## src/rtl/fifo_pkg.sv

```systemverilog
// ----------------------------------------------------------------------------
// fifo_pkg
//   Shared FIFO helpers: pointer-width derivation and wrap-bit pointer
//   compares. Binary-pointer FIFOs use these directly; gray-code and async
//   variants can reuse the same full/empty rule after converting pointers.
//
//   Pointers are passed zero-extended to ptr_word_t so a single helper serves
//   every depth. A pointer for a 2**addr_w entry store is addr_w+1 bits wide:
//   the low addr_w bits address the store and bit addr_w is the wrap bit.
// ----------------------------------------------------------------------------
package fifo_pkg;

    localparam int unsigned MAX_PTR_W = 32;

    typedef logic [MAX_PTR_W-1:0] ptr_word_t;

    // Output register occupancy for the registered read stage.
    typedef enum logic {
        StEmpty,
        StHold
    } out_state_e;

    // Pointer width for a store of 2**depth_log entries (address + wrap bit).
    function automatic int unsigned ptr_width(input int unsigned depth_log);
        return depth_log + 1;
    endfunction

    // Same address and same lap: nothing stored.
    function automatic logic ptr_empty(input ptr_word_t wptr, input ptr_word_t rptr);
        return wptr == rptr;
    endfunction

    // Same address but the writer is one lap ahead: every entry is occupied.
    function automatic logic ptr_full(input ptr_word_t wptr, input ptr_word_t rptr,
                                      input int unsigned addr_w);
        ptr_word_t diff;
        ptr_word_t low_mask;
        diff     = wptr ^ rptr;
        low_mask = (ptr_word_t'(1) << addr_w) - ptr_word_t'(1);
        return ((diff & low_mask) == '0) && diff[addr_w];
    endfunction

endpackage

```

## src/rtl/fifo_ram_ctrl_if.sv

```systemverilog
// ----------------------------------------------------------------------------
// fifo_ram_ctrl_if
//   Bundles the producer stream, consumer stream, external RAM ports and the
//   status outputs of fifo_ram_ctrl.
//
//   master : controller view (drives din_ready, dout_*, ram_write_*,
//            ram_read_addr, level, full, empty)
//   slave  : environment view (drives din_valid, din_data, dout_ready,
//            ram_read_data)
// ----------------------------------------------------------------------------
interface fifo_ram_ctrl_if #(
    parameter int unsigned WIDTH     = 8,
    parameter int unsigned DEPTH_LOG = 8
);

    // Producer stream
    logic                 din_valid;
    logic                 din_ready;
    logic [WIDTH-1:0]     din_data;

    // Consumer stream
    logic                 dout_valid;
    logic                 dout_ready;
    logic [WIDTH-1:0]     dout_data;

    // External dual-port RAM
    logic                 ram_write_req;
    logic [DEPTH_LOG-1:0] ram_write_addr;
    logic [WIDTH-1:0]     ram_write_data;
    logic [DEPTH_LOG-1:0] ram_read_addr;
    logic [WIDTH-1:0]     ram_read_data;

    // Status
    logic [DEPTH_LOG:0]   level;
    logic                 full;
    logic                 empty;

    modport master (
        input  din_valid,
        input  din_data,
        input  dout_ready,
        input  ram_read_data,
        output din_ready,
        output dout_valid,
        output dout_data,
        output ram_write_req,
        output ram_write_addr,
        output ram_write_data,
        output ram_read_addr,
        output level,
        output full,
        output empty
    );

    modport slave (
        output din_valid,
        output din_data,
        output dout_ready,
        output ram_read_data,
        input  din_ready,
        input  dout_valid,
        input  dout_data,
        input  ram_write_req,
        input  ram_write_addr,
        input  ram_write_data,
        input  ram_read_addr,
        input  level,
        input  full,
        input  empty
    );

endinterface

```

## src/rtl/fifo_out_stage.sv

```systemverilog
// ----------------------------------------------------------------------------
// fifo_out_stage
//   Registered output stage of the RAM FIFO. Whenever the RAM holds a word and
//   the output register is free (or being emptied this cycle) the head word is
//   captured from the combinational RAM read port and load_o tells the
//   controller to advance its read pointer.
//
//   Ports:
//     clk, rst          clock, asynchronous active-high reset
//     empty_i           RAM holds no words (registered pointers)
//     dout_ready_i      consumer accepts the output word
//     ram_read_data_i   RAM word at the current read address
//     load_o            head word captured at the next edge
//     dout_valid_o      output register holds a word
//     dout_data_o       output register contents
// ----------------------------------------------------------------------------
module fifo_out_stage
    import fifo_pkg::*;
#(
    parameter int unsigned WIDTH = 8
) (
    input  logic             clk,
    input  logic             rst,
    input  logic             empty_i,
    input  logic             dout_ready_i,
    input  logic [WIDTH-1:0] ram_read_data_i,
    output logic             load_o,
    output logic             dout_valid_o,
    output logic [WIDTH-1:0] dout_data_o
);

    out_state_e       state_q, state_d;
    logic [WIDTH-1:0] data_q, data_d;
    logic             load;

    always_comb begin
        state_d = state_q;
        data_d  = data_q;
        load    = 1'b0;
        unique case (state_q)
            StEmpty: begin
                if (!empty_i) begin
                    load    = 1'b1;
                    data_d  = ram_read_data_i;
                    state_d = StHold;
                end
            end
            StHold: begin
                // Data only moves when the consumer takes the current word,
                // which keeps dout stable under backpressure.
                if (dout_ready_i) begin
                    if (!empty_i) begin
                        load   = 1'b1;
                        data_d = ram_read_data_i;
                    end else begin
                        state_d = StEmpty;
                    end
                end
            end
        endcase
    end

    always_ff @(posedge clk or posedge rst) begin
        if (rst) begin
            state_q <= StEmpty;
            data_q  <= '0;
        end else begin
            state_q <= state_d;
            data_q  <= data_d;
        end
    end

    assign load_o       = load;
    assign dout_valid_o = (state_q == StHold);
    assign dout_data_o  = data_q;

endmodule

```

## src/rtl/fifo_ram_ctrl.sv

```systemverilog
// ----------------------------------------------------------------------------
// fifo_ram_ctrl
//   Turns an external dual-port RAM (synchronous strobed write, combinational
//   read) into a valid/ready streaming FIFO with a registered output word.
//   Capacity is 2**DEPTH_LOG words in RAM plus one in the output register.
//
//   Ports:
//     clk, rst   clock, asynchronous active-high reset
//     bus        fifo_ram_ctrl_if.master:
//                  din_valid/din_ready/din_data     producer stream
//                  dout_valid/dout_ready/dout_data  consumer stream
//                  ram_write_req/addr/data          RAM write port
//                  ram_read_addr/ram_read_data      RAM read port
//                  level/full/empty                 RAM occupancy only
// ----------------------------------------------------------------------------
module fifo_ram_ctrl
    import fifo_pkg::*;
#(
    parameter int unsigned WIDTH     = 8,
    parameter int unsigned DEPTH_LOG = 8
) (
    input  logic            clk,
    input  logic            rst,
    fifo_ram_ctrl_if.master bus
);

    localparam int unsigned PTR_W = ptr_width(DEPTH_LOG);

    logic [PTR_W-1:0] wptr_q, wptr_d;
    logic [PTR_W-1:0] rptr_q, rptr_d;
    logic             full;
    logic             empty;
    logic             push;
    logic             load;

    // Status from registered pointers only, so din_ready never depends on a
    // pop happening in the same cycle.
    always_comb begin
        full  = ptr_full(ptr_word_t'(wptr_q), ptr_word_t'(rptr_q), DEPTH_LOG);
        empty = ptr_empty(ptr_word_t'(wptr_q), ptr_word_t'(rptr_q));
    end

    assign push = bus.din_valid & ~full;

    // Pointers wrap naturally; the MSB toggles once per lap.
    always_comb begin
        wptr_d = wptr_q;
        rptr_d = rptr_q;
        if (push) begin
            wptr_d = wptr_q + 1'b1;
        end
        if (load) begin
            rptr_d = rptr_q + 1'b1;
        end
    end

    always_ff @(posedge clk or posedge rst) begin
        if (rst) begin
            wptr_q <= '0;
            rptr_q <= '0;
        end else begin
            wptr_q <= wptr_d;
            rptr_q <= rptr_d;
        end
    end

    fifo_out_stage #(
        .WIDTH (WIDTH)
    ) u_out_stage (
        .clk             (clk),
        .rst             (rst),
        .empty_i         (empty),
        .dout_ready_i    (bus.dout_ready),
        .ram_read_data_i (bus.ram_read_data),
        .load_o          (load),
        .dout_valid_o    (bus.dout_valid),
        .dout_data_o     (bus.dout_data)
    );

    assign bus.din_ready      = ~full;
    assign bus.ram_write_req  = push;
    assign bus.ram_write_addr = wptr_q[DEPTH_LOG-1:0];
    assign bus.ram_write_data = bus.din_data;
    assign bus.ram_read_addr  = rptr_q[DEPTH_LOG-1:0];
    // Modulo 2**PTR_W difference counts RAM words only, not the output word.
    assign bus.level          = wptr_q - rptr_q;
    assign bus.full           = full;
    assign bus.empty          = empty;

endmodule

```

## src/flat_wrapper.sv

```systemverilog
// flat-port wrapper written by rule: the top's interface ports become plain ports
module fifo_ram_ctrl_flat import fifo_pkg::*;
#(
    parameter int unsigned WIDTH     = 8,
    parameter int unsigned DEPTH_LOG = 8
)
  (clk, rst, bus_din_valid, bus_din_data, bus_dout_ready, bus_ram_read_data, bus_din_ready, bus_dout_valid, bus_dout_data, bus_ram_write_req, bus_ram_write_addr, bus_ram_write_data, bus_ram_read_addr, bus_level, bus_full, bus_empty);
  fifo_ram_ctrl_if #(.WIDTH(WIDTH), .DEPTH_LOG(DEPTH_LOG)) bus_i ();
  input  logic clk;
  input  logic rst;
  input wire logic [$bits(bus_i.din_valid)-1:0] bus_din_valid;
  input wire logic [$bits(bus_i.din_data)-1:0] bus_din_data;
  input wire logic [$bits(bus_i.dout_ready)-1:0] bus_dout_ready;
  input wire logic [$bits(bus_i.ram_read_data)-1:0] bus_ram_read_data;
  output wire logic [$bits(bus_i.din_ready)-1:0] bus_din_ready;
  output wire logic [$bits(bus_i.dout_valid)-1:0] bus_dout_valid;
  output wire logic [$bits(bus_i.dout_data)-1:0] bus_dout_data;
  output wire logic [$bits(bus_i.ram_write_req)-1:0] bus_ram_write_req;
  output wire logic [$bits(bus_i.ram_write_addr)-1:0] bus_ram_write_addr;
  output wire logic [$bits(bus_i.ram_write_data)-1:0] bus_ram_write_data;
  output wire logic [$bits(bus_i.ram_read_addr)-1:0] bus_ram_read_addr;
  output wire logic [$bits(bus_i.level)-1:0] bus_level;
  output wire logic [$bits(bus_i.full)-1:0] bus_full;
  output wire logic [$bits(bus_i.empty)-1:0] bus_empty;
  assign bus_i.din_valid = bus_din_valid;
  assign bus_i.din_data = bus_din_data;
  assign bus_i.dout_ready = bus_dout_ready;
  assign bus_i.ram_read_data = bus_ram_read_data;
  assign bus_din_ready = bus_i.din_ready;
  assign bus_dout_valid = bus_i.dout_valid;
  assign bus_dout_data = bus_i.dout_data;
  assign bus_ram_write_req = bus_i.ram_write_req;
  assign bus_ram_write_addr = bus_i.ram_write_addr;
  assign bus_ram_write_data = bus_i.ram_write_data;
  assign bus_ram_read_addr = bus_i.ram_read_addr;
  assign bus_level = bus_i.level;
  assign bus_full = bus_i.full;
  assign bus_empty = bus_i.empty;
  fifo_ram_ctrl #(.WIDTH(WIDTH), .DEPTH_LOG(DEPTH_LOG)) u_core (.clk(clk), .rst(rst), .bus(bus_i));
endmodule
```

## config.mk

```make
export PLATFORM = sky130hd
export DESIGN_NAME = fifo_ram_ctrl_flat
export DESIGN_NICKNAME = d
export VERILOG_FILES = /design/src/rtl/fifo_pkg.sv /design/src/rtl/fifo_ram_ctrl_if.sv /design/src/rtl/fifo_out_stage.sv /design/src/rtl/fifo_ram_ctrl.sv /design/src/flat_wrapper.sv
export SDC_FILE = /design/constraint.sdc
export NUM_CORES = 1
export LEC_CHECK = 0
export CAP_MARGIN = 25
export CORE_MARGIN = 2
export CORE_UTILIZATION = 44
export DETAILED_ROUTE_END_ITERATION = 10
export GPL_TIMING_DRIVEN = 0
export HOLD_SLACK_MARGIN = 0.03
export PLACE_DENSITY_LB_ADDON = 0.1
export SETUP_SLACK_MARGIN = 0.5
export SLEW_MARGIN = 10
export SYNTH_ARGS = -nofsm -noshare
export SYNTH_HDL_FRONTEND = slang
export SYNTH_SLANG_ARGS = --single-unit
```

## constraint.sdc

```tcl
create_clock -name clk -period 2.7 [get_ports clk]
set_clock_uncertainty 0.2 [all_clocks]
set_input_delay 0.54 -clock clk [delete_from_list [all_inputs] [get_ports clk]]
set_output_delay 0.54 -clock clk [all_outputs]
set_load 0.005 [all_outputs]
```

==> flow_metrics.tcl <==
set metrics [dict create \
    status "finished with violations" \
    violations "setup timing" \
    startpoint_type "flip-flop" \
    cp_slowest_cell "dfrtp_2" \
    grt_max_degree 17 \
    antenna_found_initial 0 \
    worstPathRequired_ns 1.96 \
    drc 0 \
    p_leak_nw 1.57 \
    critPathCaptureType "primary output" \
    reg2reg_setup_slack_ns 0.30 \
    htreeDepth 1 \
    swShare_pct 39.8 \
    synthArstFlopShare_pct 100 \
    n_fill_cell 194 \
    cp_max_fo 3 \
    post_drt_wl_per_cell_um 15.9 \
    synth_top_area_share_pct 38.6 \
    final_cell_count_no_fill 345 \
    fmax_ghz 0.357 \
    insertion_delay_ns 0.28 \
    worst_slack_ns -0.104 \
    crit_type "reg2out" \
    cts_tree "yes" \
    nNetsFinal 329 \
    start_util_pct 46.7 \
    placed_cell_area_sq_mm 0.00245 \
    synth_top_area_cell "dfrtp_1" \
    comb_power_share_pct 76.1 \
    synth_ff_type "dfrtp_1" \
    cp_num_buf_inv 1 \
    drtIter0Drc 55 \
    powerDensity_mw_per_mm2 1140 \
    reg2reg_from "u_core.rptr_q[1]$_DFFE_PP0P_" \
    seqPwrFrac_pct 17.2 \
    synth-seq-cells 27 \
    fin_crit_sh_pct 104 \
    relSlewSlack_pct 60.3 \
    pin_count 66 \
    ctsLongestPathBuffers 2 \
    mostFrequentLayoutCell "buf_4" \
    hold_class "reg2reg" \
    gr-total-overflow 0 \
    dr.pass1.iters 4 \
    path_depth 8 \
    viasPerCell 4.98 \
    netlist_instances 190 \
    peakVddDrop_mv 0.978 \
    worst_pin_slew_ns 0.594 \
    ys_warn_count 0 \
    final_hold_viol_count 0 \
    syn2layout_area_growth_pct 83.7 \
    die_w_um 67.1 \
    switching_power_mw 1.46 \
    p_int_mw 2.21 \
    rsz0062_at_grt "yes" \
    routabilityCongestion 0.805 \
    dr_total_vias 1719 \
    critical_path.max_stage_delay_ns 0.45 \
    multi_input_area_sq_mm 0.00117 \
    cts.clk_slew.worst_paths_ns 0.10 \
    cts_root_buffer "clkbuf_8" \
    synth.cell_area_sq_mm 0.00175 \
    cp.arrival_ns 2.06 \
    finalSetupViolations 3 \
    coreArea_sq_mm 0.00374 \
    ant_nets 0 \
    drive_gt1_share_pct 54.5 \
    synth_edf_count 0 \
    regArea_sq_um 686 \
    synthDistinctLibCells 34 \
    rows 22 \
    grt.total_usage_pct 22.2 \
    yosysSeqAreaShare_pct 38.6 \
    grt_pass1_wl_mm 7.47 \
    period_needed_ns 2.80 \
    crit_family "adder cells" \
    dp_cells 296 \
    die-area_sq_mm 0.00450 \
    n_antenna_cell 0 \
    synth_area_leaders "dfrtp_1, buf_4, xnor2_1, nand2_1, ha_1" \
    routed_wl_mm 5.50 \
    avgSynthCellArea_sq_um 9.21 \
    startpoint "u_core.rptr_q[0]$_DFFE_PP0P_" \
    portBuffers 57 \
    critical_path.cell_chain "ha_4 -> fa_2 -> nor2b_4 -> o21ai_4 -> a21boi_2 -> mux2i_1 -> nand2_1 -> buf_2" \
    final_cell_mix "buf_4, clkdlybuf4s50_1, buf_6, nand2_1, dfrtp_1" \
    post-route-cell-area_sq_mm 0.00321 \
    post-dp-hpwl_mm 2.87 \
    endpoint "bus_level[6]" \
    maxSlewViolCount 0 \
    reg2reg_to "u_core.rptr_q[3]$_DFFE_PP0P_" \
    cts_buffers 3 \
    die_h_um 67.1 \
    reg2reg_depth 11 \
    syn-num-nets 221 \
    clock-sinks 27 \
    grt_pass1_vias 1605 \
    maxCapViolations 0 \
    power_frac_clock_pct 6.7 \
]
==> repair_timing <==
action	CTS	global route
cloned	0	2
gates resized for setup	100	55
setup endpoints to repair	15	42
pin swaps	40	44
hold buffers	0	0
buffers inserted	28	15
==> cell usage after synthesis (2+ instances only) <==
cell     number
nor2b_1       4
nor2_1        8
a21oi_1       2
xor2_1        3
nand2_1      37
nand3_1       4
nand4_1       5
buf_6         2
xnor2_1      20
nand4_2       2
inv_1        15
nor3_1        6
buf_4        24
dfrtp_1      27
o21ai_0       3
ha_1         10
==> area by class of cell <==
type / count / share of cell area [%]
multi-input combinational: 121 / 36.4
timing repair buffer: 103 / 30.1
sequential: 27 / 21.3
buffer: 27 / 6.93
tap: 48 / 1.87
inverter: 15 / 1.75
clock buffer: 3 / 1.29
clock inverter: 1 / 0.234
==> worst min-delay path by stage <==
stage,start,to,cells past startpoint
2_1_floorplan,u_core.u_out_stage.dout_data_o[0]$_DFFE_PP0P_,u_core.u_out_stage.dout_data_o[0]$_DFFE_PP0P_,2
3_3_place_gp,u_core.u_out_stage.dout_data_o[0]$_DFFE_PP0P_,u_core.u_out_stage.dout_data_o[0]$_DFFE_PP0P_,2
3_5_place_dp,u_core.u_out_stage.dout_data_o[0]$_DFFE_PP0P_,u_core.u_out_stage.dout_data_o[0]$_DFFE_PP0P_,2
4_1_cts,u_core.u_out_stage.dout_data_o[0]$_DFFE_PP0P_,u_core.u_out_stage.dout_data_o[0]$_DFFE_PP0P_,2
5_1_grt,u_core.u_out_stage.dout_data_o[3]$_DFFE_PP0P_,u_core.u_out_stage.dout_data_o[3]$_DFFE_PP0P_,2
6_report,u_core.u_out_stage.dout_data_o[4]$_DFFE_PP0P_,u_core.u_out_stage.dout_data_o[4]$_DFFE_PP0P_,2
==> cell families after synthesis <==
| group | count (synthesis) | share of synthesized area (%) |
|---|---|---|
| muxes | 1 | 0.572 |
| AOI/OAI and AO/OA | 13 | 5.15 |
| xor gates and xnor gates | 23 | 11.5 |
| buffers and inverters | 42 | 15.1 |
| adders and majority gates | 11 | 8.30 |
| DFF | 27 | 38.6 |
| and+or+nand+nor | 73 | 20.7 |
==> flip-flops by register name, indices dropped and copies added, names as in the netlist <==
signal                           flops
u_core.wptr_q                        9
u_core.u_out_stage.dout_data_o       8
u_core.u_out_stage.dout_valid_o      1
u_core.rptr_q                        9
==> worst reg2reg max path, delay by kind of cell (launching register included) <==
family,cells,cell delay (ns)
DFF,1,0.44
xor gates and xnor gates,1,0.13
adders and majority gates,1,0.20
buffers and inverters,5,0.59
and+or+nand+nor,4,0.74
==> stage by stage <==
step	setup TNS, ns	worst slack [ns]	util [%]	hold WS, ns	total power, mW
2_1_floorplan	0	0.369	-	0.267	1.77
3_3_place_gp	-1.02	-0.260	65.2	0.261	2.61
3_5_place_dp	-1.14	-0.278	65.6	0.266	2.62
4_1_cts	-0.428	-0.151	77.5	0.290	3.27
5_1_grt	-0.607	-0.219	85.8	0.317	3.91
6_report	-0.258	-0.104	85.8	0.300	3.67
==> metal layers <==
layer | share of wire, % | track usage [%]
met5 | 0 | 0
met4 | 2.3 | 7.65
met3 | 4.9 | 3.04
met1 | 40 | 28.0
met2 | 53 | 38.4
==> power groups by stage <==
stage	logic, mW	registers, mW	clock network, mW
floorplan	1.13	0.637	0
global placement	1.94	0.670	0
detailed placement	1.95	0.670	0
CTS	2.41	0.617	0.242
global route	3.00	0.641	0.270
finish	2.79	0.630	0.245
Note: power is estimated with default switching activity, not from simulation.
